--- src/rtl/sseg_banner_pkg.sv ---
// Shared constants, state encoding and modulo-10 position helpers for the
// seven-segment banner controller.
package sseg_banner_pkg;

    localparam int          N_DIGITS  = 10;
    localparam int          N_WINDOW  = 4;
    localparam logic [3:0]  POS_RESET = 4'd6;
    localparam logic [7:0]  BLANK     = 8'hFF;

    typedef enum logic [1:0] {
        ST_IDLE  = 2'b00,
        ST_RUN   = 2'b01,
        ST_PAUSE = 2'b10
    } state_e;

    function automatic logic [3:0] pos_add(input logic [3:0] base, input logic [3:0] off);
        logic [4:0] sum;
        sum = {1'b0, base} + {1'b0, off};
        if (sum >= 5'(N_DIGITS)) begin
            sum = sum - 5'(N_DIGITS);
        end
        return sum[3:0];
    endfunction

    function automatic logic [3:0] pos_step(input logic [3:0] pos, input logic dir);
        logic [3:0] nxt;
        if (dir) begin
            nxt = (pos == 4'(N_DIGITS - 1)) ? 4'd0 : pos + 4'd1;
        end else begin
            nxt = (pos == 4'd0) ? 4'(N_DIGITS - 1) : pos - 4'd1;
        end
        return nxt;
    endfunction

endpackage

--- src/rtl/sseg_banner_ctrl_tick.sv ---
// Free-running tick divider: emits a one-cycle pulse every TICKS enabled clocks.
module sseg_tick_gen #(
    parameter int TICKS = 2
) (
    input  logic i_clk,
    input  logic i_rst_n,
    input  logic enable,
    input  logic clear,
    output logic pulse
);

    localparam int             CW   = (TICKS > 1) ? $clog2(TICKS) : 1;
    localparam logic [CW-1:0]  LAST = CW'(TICKS - 1);

    logic [CW-1:0] cnt;
    logic          at_last;

    assign at_last = (cnt == LAST);
    assign pulse   = enable && !clear && at_last;

    always_ff @(posedge i_clk or negedge i_rst_n) begin
        if (!i_rst_n) begin
            cnt <= '0;
        end else if (clear) begin
            cnt <= '0;
        end else if (enable) begin
            cnt <= at_last ? '0 : cnt + 1'b1;
        end
    end

endmodule

--- src/rtl/sseg_banner_ctrl.sv ---
// Rotating 4-digit window over a 10-entry segment buffer, multiplexed onto one
// display. Optional macro SSEG_START_MARK_EN lights the DP on the digit showing entry 0.
module sseg_banner_ctrl
    import sseg_banner_pkg::*;
#(
    parameter int STEP_TICKS = 20000000,
    parameter int SCAN_TICKS = 100000
) (
    input  logic       i_clk,
    input  logic       i_rst_n,
    input  logic       i_wr_valid,
    output logic       o_wr_ready,
    input  logic [3:0] i_wr_addr,
    input  logic [7:0] i_wr_data,
    input  logic       i_start,
    input  logic       i_stop,
    input  logic       i_pause,
    input  logic       i_dir,
    output logic [3:0] o_an_n,
    output logic [7:0] o_sseg_n,
    output logic [3:0] o_pos,
    output logic [1:0] o_state,
    output logic       o_wrap
);

    state_e                 state_q, state_d;
    logic                   step_pulse, scan_pulse;
    logic                   step_ok, run_load, vld_p0;
    logic [3:0]             pos_q;
    logic [1:0]             sel_q;
    logic [7:0]             msg_q [N_DIGITS];
    logic [3:0]             idx_p0;
    logic [7:0]             seg_p0;
    logic [N_WINDOW-1:0]    an_p0;

    always_ff @(posedge i_clk or negedge i_rst_n) begin
        if (!i_rst_n) begin
            state_q <= ST_IDLE;
        end else begin
            state_q <= state_d;
        end
    end

    // Stop overrides everything; a step coinciding with stop is dropped.
    always_comb begin
        state_d = state_q;
        case (state_q)
            ST_IDLE:  if (i_start)  state_d = ST_RUN;
            ST_RUN:   if (i_pause)  state_d = ST_PAUSE;
            ST_PAUSE: if (!i_pause) state_d = ST_RUN;
            default:                state_d = ST_IDLE;
        endcase
        if (i_stop) begin
            state_d = ST_IDLE;
        end
        o_wr_ready = (state_q != ST_RUN);
        run_load   = (state_q == ST_IDLE) && (state_d == ST_RUN);
        step_ok    = step_pulse && !i_stop;
        vld_p0     = (state_q != ST_IDLE) && (state_d != ST_IDLE);
    end

    sseg_tick_gen #(.TICKS(STEP_TICKS)) u_step_tick (
        .i_clk   (i_clk),
        .i_rst_n (i_rst_n),
        .enable  (state_q == ST_RUN),
        .clear   (state_q == ST_IDLE),
        .pulse   (step_pulse)
    );

    sseg_tick_gen #(.TICKS(SCAN_TICKS)) u_scan_tick (
        .i_clk   (i_clk),
        .i_rst_n (i_rst_n),
        .enable  (state_q != ST_IDLE),
        .clear   (state_q == ST_IDLE),
        .pulse   (scan_pulse)
    );

    always_ff @(posedge i_clk or negedge i_rst_n) begin
        if (!i_rst_n) begin
            pos_q  <= POS_RESET;
            o_wrap <= 1'b0;
        end else begin
            o_wrap <= step_ok && (i_dir ? (pos_q == 4'(N_DIGITS - 1)) : (pos_q == 4'd0));
            if (run_load) begin
                pos_q <= POS_RESET;
            end else if (step_ok) begin
                pos_q <= pos_step(pos_q, i_dir);
            end
        end
    end

    always_ff @(posedge i_clk or negedge i_rst_n) begin
        if (!i_rst_n) begin
            sel_q <= 2'd0;
        end else if (state_q == ST_IDLE) begin
            sel_q <= 2'd0;
        end else if (scan_pulse) begin
            sel_q <= sel_q + 2'd1;
        end
    end

    always_ff @(posedge i_clk or negedge i_rst_n) begin
        if (!i_rst_n) begin
            for (int i = 0; i < N_DIGITS; i++) begin
                msg_q[i] <= BLANK;
            end
        end else if (i_wr_valid && o_wr_ready && (i_wr_addr < 4'(N_DIGITS))) begin
            msg_q[i_wr_addr] <= i_wr_data;
        end
    end

    // Stage p0: select buffer entry for the current digit slot
    always_comb begin
        idx_p0 = pos_add(pos_q, {2'b00, sel_q});
        seg_p0 = msg_q[idx_p0];
`ifdef SSEG_START_MARK_EN
        if (idx_p0 == 4'd0) begin
            seg_p0[7] = 1'b0;
        end
`endif
        an_p0 = ~(N_WINDOW'(1) << sel_q);
    end

    // Stage p1: registered display drive, blanked whenever idle now or next
    always_ff @(posedge i_clk or negedge i_rst_n) begin
        if (!i_rst_n) begin
            o_an_n   <= 4'hF;
            o_sseg_n <= BLANK;
        end else if (vld_p0) begin
            o_an_n   <= an_p0;
            o_sseg_n <= seg_p0;
        end else begin
            o_an_n   <= 4'hF;
            o_sseg_n <= BLANK;
        end
    end

    assign o_pos   = pos_q;
    assign o_state = state_q;

endmodule

--- config.mk ---
export PLATFORM = sky130hd
export DESIGN_NAME = sseg_banner_ctrl
export DESIGN_NICKNAME = d
export VERILOG_FILES = /design/src/rtl/sseg_banner_pkg.sv /design/src/rtl/sseg_banner_ctrl_tick.sv /design/src/rtl/sseg_banner_ctrl.sv
export SDC_FILE = /design/constraint.sdc
export NUM_CORES = 1
export LEC_CHECK = 0
export ABC_AREA = 1
export ABC_CLOCK_PERIOD_IN_PS = 3100
export BUFFER_PORTS_ARGS = -buffer_cell sky130_fd_sc_hd__buf_2
export CORE_MARGIN = 2
export CORE_UTILIZATION = 35
export DETAILED_ROUTE_END_ITERATION = 10
export PLACE_DENSITY = 0.59
export RECOVER_POWER = 50
export SLEW_MARGIN = 20
export SYNTH_ARGS = -nofsm -noshare
export SYNTH_HDL_FRONTEND = slang
export SYNTH_SLANG_ARGS = --single-unit
--- constraint.sdc ---
create_clock -name i_clk -period 3.1 [get_ports i_clk]
set_input_delay 0 -clock i_clk [delete_from_list [all_inputs] [get_ports i_clk]]
set_output_delay 0 -clock i_clk [all_outputs]
set_load 0.01 [all_outputs]
Yosys cells after proc, flatten, opt, wreduce, memory -nomap -nowiden
Cells that the tools add are included.

word-level totals
  ROM bits = 0
  latch bits = 0
  RAM bits = 0
  output and inout port bits = 20
  flip-flop bits (word level) = 143
  logic and storage cells = 90
  memories kept = 0

operators by class
  shifts and indexed selects = 1
  mux-type cells = 28
  add/subtract/negate cells = 7
  bitwise operators = 3
  div/mod/pow operators = 0
  multiply operators = 0
  equality and inequality tests = 7
  reduce and logical (&&, ||, !) cells = 21
  order comparisons = 5

operators with widths
  kind                     number
  $bwmux W80               1
  $mux W25                 3
  $mux W17                 3
  $bmux W8 S4              1
  $demux W8 S4             1
  $mux W8                  4
  $mux W4                  7
  $add A25 B1 Y25 const B  1
  $eq A25 B25 Y1 const B   1
  $add A17 B1 Y17 const B  1
  $eq A17 B17 Y1 const B   1
  $mux W2                  6
  $reduce_bool A2 Y1       6
  $logic_and A1 B1 Y1      11
  $ge A5 B5 Y1 const B     2
  $not A4 Y5               2
  $pmux W2 S3              1
  $add A4 B2 Y5            1
  $ge A5 B4 Y1 const B     1
  $lt A5 B1 Y1 const B     1
  $add A4 B1 Y4 const B    1
  $eq A2 B1 Y1 const B     2
  $eq A4 B4 Y1 const B     1
  $logic_not A4 Y1         1
  other kinds (11)         12

Depth between registers and ports, before layout
  word-level depth = 8
  mapped depth = 17

By module
A second synthesis with hierarchy kept.

unflattened totals
  cell total of the unflattened synthesis = 971
  area total of the unflattened synthesis = 7,838.8 um^2

modules (own cells, without submodules)
  module                        instances  sequential area each (um^2)  cells each  area each (um^2)
  sseg_banner_ctrl              1          2,645.0                      577         5,098.6
  sseg_tick_gen at u_step_tick  1          625.6                        225         1,599.0
  sseg_tick_gen at u_scan_tick  1          425.4                        169         1,141.1

Worst setup path after synthesis
OpenSTA, ideal clock, no wires.

  path kind = register -> register
  start = register pos_q[0] (netlist: o_pos[0])
  end = register o_sseg_n[0]
  path buffers = 1
  stages on the path, launching flop included = 17
  setup slack = 649 ps
  arrival time = 2,373 ps
  clock period less this slack = 2,451 ps
  cells stage by stage = dfrtp_1 ha_1 fa_1 inv_1 nand2_1 nand2_1 inv_1 ha_1 nand2_2 nand3_4 nand2_8 nand2_4 o21ai_4 buf_6 nor2_1 a21oi_1 nand2_1

between the ends
  word-level cells in the longest chain between the ends = 8
  elaborated cells between the ends (all ways) = 9

RTL lines
  what                                                  line                                          source
  start, declared                                       sseg_banner_ctrl.sv:29                        logic [3:0] pos_q;
  start signal, assigned                                sseg_banner_ctrl.sv:87                        pos_q <= pos_step(pos_q, i_dir);
  $add A4 B2 Y5 *                                       sseg_banner_pkg.sv:18                         sum = {1'b0, base} + {1'b0, off};
  $sub A4 B4 Y4 / $ge A5 B4 Y1 (equally long branches)  sseg_banner_pkg.sv:20, sseg_banner_pkg.sv:19
  $mux W4 *                                             sseg_banner_pkg.sv:19                         if (sum >= 5'(N_DIGITS)) begin
  $not A4 Y5 (not written as such) *                    sseg_banner_ctrl.sv:115                       seg_p0 = msg_q[idx_p0];
  $bmux W8 S4 *                                         sseg_banner_ctrl.sv:115
  $mux W8 (not written as such) * (2 in a row)          sseg_banner_ctrl.sv:115
  $mux W8 *                                             sseg_banner_ctrl.sv:129                       end else if (vld_p0) begin
  end signal, assigned                                  sseg_banner_ctrl.sv:131                       o_sseg_n <= seg_p0;
  end, declared                                         sseg_banner_ctrl.sv:20                        output logic [7:0] o_sseg_n,

Mark *: on every way between the ends. The rest lies on a longest branch, timed or not. The select of a mux whose other input is x is not followed.
A chain may end at the register's enable or synchronous reset.

Final worst setup path
  start = register sel_q[0]
  end = register o_sseg_n[2]

between the ends
  word-level cells in the longest chain between the ends = 8
  elaborated cells between the ends (all ways) = 9

RTL lines
  what                                                  line                                          source
  start, declared                                       sseg_banner_ctrl.sv:30                        logic [1:0] sel_q;
  start signal, assigned                                sseg_banner_ctrl.sv:98                        sel_q <= sel_q + 2'd1;
  $add A4 B2 Y5 *                                       sseg_banner_pkg.sv:18
  $sub A4 B4 Y4 / $ge A5 B4 Y1 (equally long branches)  sseg_banner_pkg.sv:20, sseg_banner_pkg.sv:19
  $mux W4 *                                             sseg_banner_pkg.sv:19
  $not A4 Y5 (not written as such) *                    sseg_banner_ctrl.sv:115
  $bmux W8 S4 *                                         sseg_banner_ctrl.sv:115
  $mux W8 (not written as such) * (2 in a row)          sseg_banner_ctrl.sv:115
  $mux W8 *                                             sseg_banner_ctrl.sv:129

Marked as above.

==> flow_summary.toml <==
[grt]
antenna_found_initial = 0
grt_overflow = 0
grt_max_degree = 100
grt_use_total = 0.176
grt_first_pass_wirelength_um = 31100
grt_pass1_vias = 6029

[pwr]
seq_power_share = 0.438
p_int_mw = 3.82
clkPwrFrac = 0.371
net-switching-power_mw = 1.76
power_mw = 5.57
swShare = 0.315
combinationalPowerShare = 0.190
ir_drop_uv = 266
power_density_mw_per_mm2 = 642
p_leak_nw = 3.60

[logic_synthesis]
yosysMostFrequentCell = "nand2_1"
yosys-top-cells-count = "nand2_1 (242), o21ai_0 (99), dfstp_2 (94), nand3_1 (76), inv_1 (70)"
synthCells = 909
synth_edf_count = 0
synth_area_leader_cell = "dfstp_2"
syn_area_mm2 = 0.00759
synth_cell_types = 50
yosysSeqAreaShare = 0.487
synth_top_area_frac = 0.325
synth_area_per_cell_um2 = 8.35
synth_seq_cells = 143
synth_ff_type = "dfstp_2"
yosysWarnings = 0
ys_top_cells_by_area = "dfstp_2 (33%), dfrtp_1 (16%), nand2_1 (12%)"
synthArstFlopShare = 1.00
synth_nets = 938

[floorplan]
initial_core_util = 0.359
rows = 53
coreArea_mm2 = 0.0212
die_area_mm2 = 0.0229
die_h_um = 151
ios = 39
dieWidth_um = 151

[finish]
area_growth_pct = 14.4
design.final.nets = 982
drive_above_1_share = 0.199
finalNonFillerCells = 1241
postLayoutCellArea_mm2 = 0.00868
antenna_cells = 0
utilization = 0.410

[critical_path]
r2r_slack_ns = 0.34
worstSetupStartpointType = "flop"
r2r_end = "o_sseg_n[2]"
crit_top_cell = "nand2_1"
worstReg2RegStart = "sel_q[0]"
slowest_stage = "dfrtp_1"
critPathMaxFanout = 15
worstSetupEndpointType = "flop"
arrival_ns = 3.14
r2r.worst_path.cells = 15
critical_path_class = "flop to flop"
required_ns = 3.48
cpPeakStageDelay_ns = 0.42
cp_cell_sequence = "ha_2 > fa_1 > nand2_2 > nand2_1 > inv_1 > ha_1 > nand2_2 > nand3_4 > nand3_2 > buf_4 > nand3_1 > nand3_1 > nand2_1 > nand2_1 > nand2_1"

[cts]
cts.sinks = 143
cts_max_level = 4
cts_resized = 0
postCtsSetupBuffers = 0
clk_path_buf_depth = 2
clk_latency_ns = 0.44
cts_tree = "built"
path_clk_slew_ns = 0.07
cts_buffers = 17
postCtsHoldBufs = 6
cts_root_buf = "clkbuf_16"

[place]
dp_hpwl_um = 12900
placed_area_mm2 = 0.00807
portBuffers = 38
gp_congestion = 0.821
dp_slack_ns = 0.368
dp.cells = 1203

[min_path]
min_path_type = "input port to flop"
hold_end = "msg_q[50]"
hold_depth = 3
min_from = "i_wr_data[2]"

[sta]
finalWorstSetupSlack_ns = 0.336
whs_ns = 0.0204
relSlewSlack = -0.666
grt_setup_unrepaired = "false"
final_max_slew_viol_count = 99
hold_violations = 0
fmax_ghz = 0.362
setup_violations = 0
worst_pin_slew_ns = 2.50
fin_crit_sh = 0.892
setup-tns-final_ns = 0
fin_skew_ns = 0.0146
min_period_ns = 2.76

[outcome]
violations = "max-capacitance violations, max-slew violations"
status = "finished, violations left"

[drt]
wl_per_cell_um = 15.1
drtIter0Drc = 465
wirelength_um = 18700
routed-via-count = 6231
firstDrtPassIters = 4
antenna_left = 0
drcViolationCount = 0
viasPerCell = 5.02

[flow_run]
maxCapViolCount = 1
-- cells in the final DEF, fill, tap and decap left out, types with 3 or more instances in the layout --
master | synthesis | final
nand2_2 | 5 | 5
buf_4 | 2 | 4
nor3_1 | 12 | 12
a21oi_1 | 22 | 22
o21ai_1 | 6 | 6
a31oi_1 | 3 | 3
buf_2 | 4 | 22
ha_1 | 9 | 8
or2_2 | 3 | 3
dlygate4sd3_1 | 0 | 6
nor2_1 | 66 | 66
nand3_1 | 76 | 76
o211ai_1 | 3 | 3
clkbuf_16 | 0 | 17
nor4_1 | 7 | 7
inv_6 | 0 | 9
o21ai_0 | 99 | 99
dfstp_2 | 94 | 92
clkbuf_1 | 16 | 17
nand4_1 | 16 | 16
inv_1 | 70 | 71
nor2_2 | 5 | 5
mux2i_1 | 32 | 32
dfrtp_1 | 49 | 49
nand3_2 | 8 | 8
nand2_1 | 242 | 242
a211oi_1 | 3 | 3
o22ai_1 | 9 | 9
xor2_1 | 9 | 9
inv_2 | 5 | 4
-- how the worst max path moves through the flow --
stage | from | end | slack [ns] | cells past startpoint
final | sel_q[0] | o_sseg_n[2] | 0.34 | 15
after detailed placement | sel_q[0] | o_sseg_n[2] | 0.37 | 15
after global placement | sel_q[0] | o_sseg_n[4] | 0.46 | 16
after CTS | sel_q[0] | o_sseg_n[2] | 0.36 | 15
after global routing | sel_q[0] | o_sseg_n[2] | 0.13 | 15
after floorplan | o_pos[0] | o_sseg_n[0] | 0.65 | 16
-- layer usage --
layer,part of all wire,track usage,vias up
li1,-,-,3117
met1,0.51,0.246,2982
met2,0.45,0.271,105
met3,0.032,0.0352,27
met4,0.015,0.0612,0
met5,0,0,-
-- final cells by class --
type	count	area, um^2
tap	275	344
timing repair buffer	52	309
clock inverter	15	164
fill	2138	12500
multi-input combinational	663	3460
sequential	143	3700
inverter	76	288
clock buffer	17	425
-- critical path: cells and delay by family (launching register included) --
family | cells | cell delay (ns)
adders and majority gates | 3 | 0.81
DFF | 1 | 0.42
and+or+nand+nor | 10 | 1.04
buffers and inverters | 2 | 0.44
-- state kept, by name (all words and copies together) (netlist names) --
signal,count
o_wrap,1
u_scan_tick.cnt,17
msg_q,80
o_an_n,4
o_state,2
o_pos,4
u_step_tick.cnt,25
o_sseg_n,8
sel_q,2
-- cells by family (layout without fill, tap and decap cells) --
group | count (synthesis) | in the layout | synth area share
buffers and inverters | 103 | 160 | 0.0579
AOI/OAI and AO/OA | 155 | 155 | 0.111
DFF | 143 | 143 | 0.487
xor gates and xnor gates | 11 | 11 | 0.0127
muxes | 32 | 32 | 0.0422
adders and majority gates | 10 | 10 | 0.0175
and+or+nand+nor | 455 | 455 | 0.271
-- power by group through the flow --
stage                     Sequential [mW]  Combinational (mW)  Clock, mW
after floorplan                      2.43               0.790          0
after global placement               2.46                1.05          0
after detailed placement             2.47                1.06          0
after CTS                            2.44                1.07       2.12
after global routing                 2.48                1.22       2.19
final                                2.44                1.06       2.07
(Power assumes the default switching activity.)
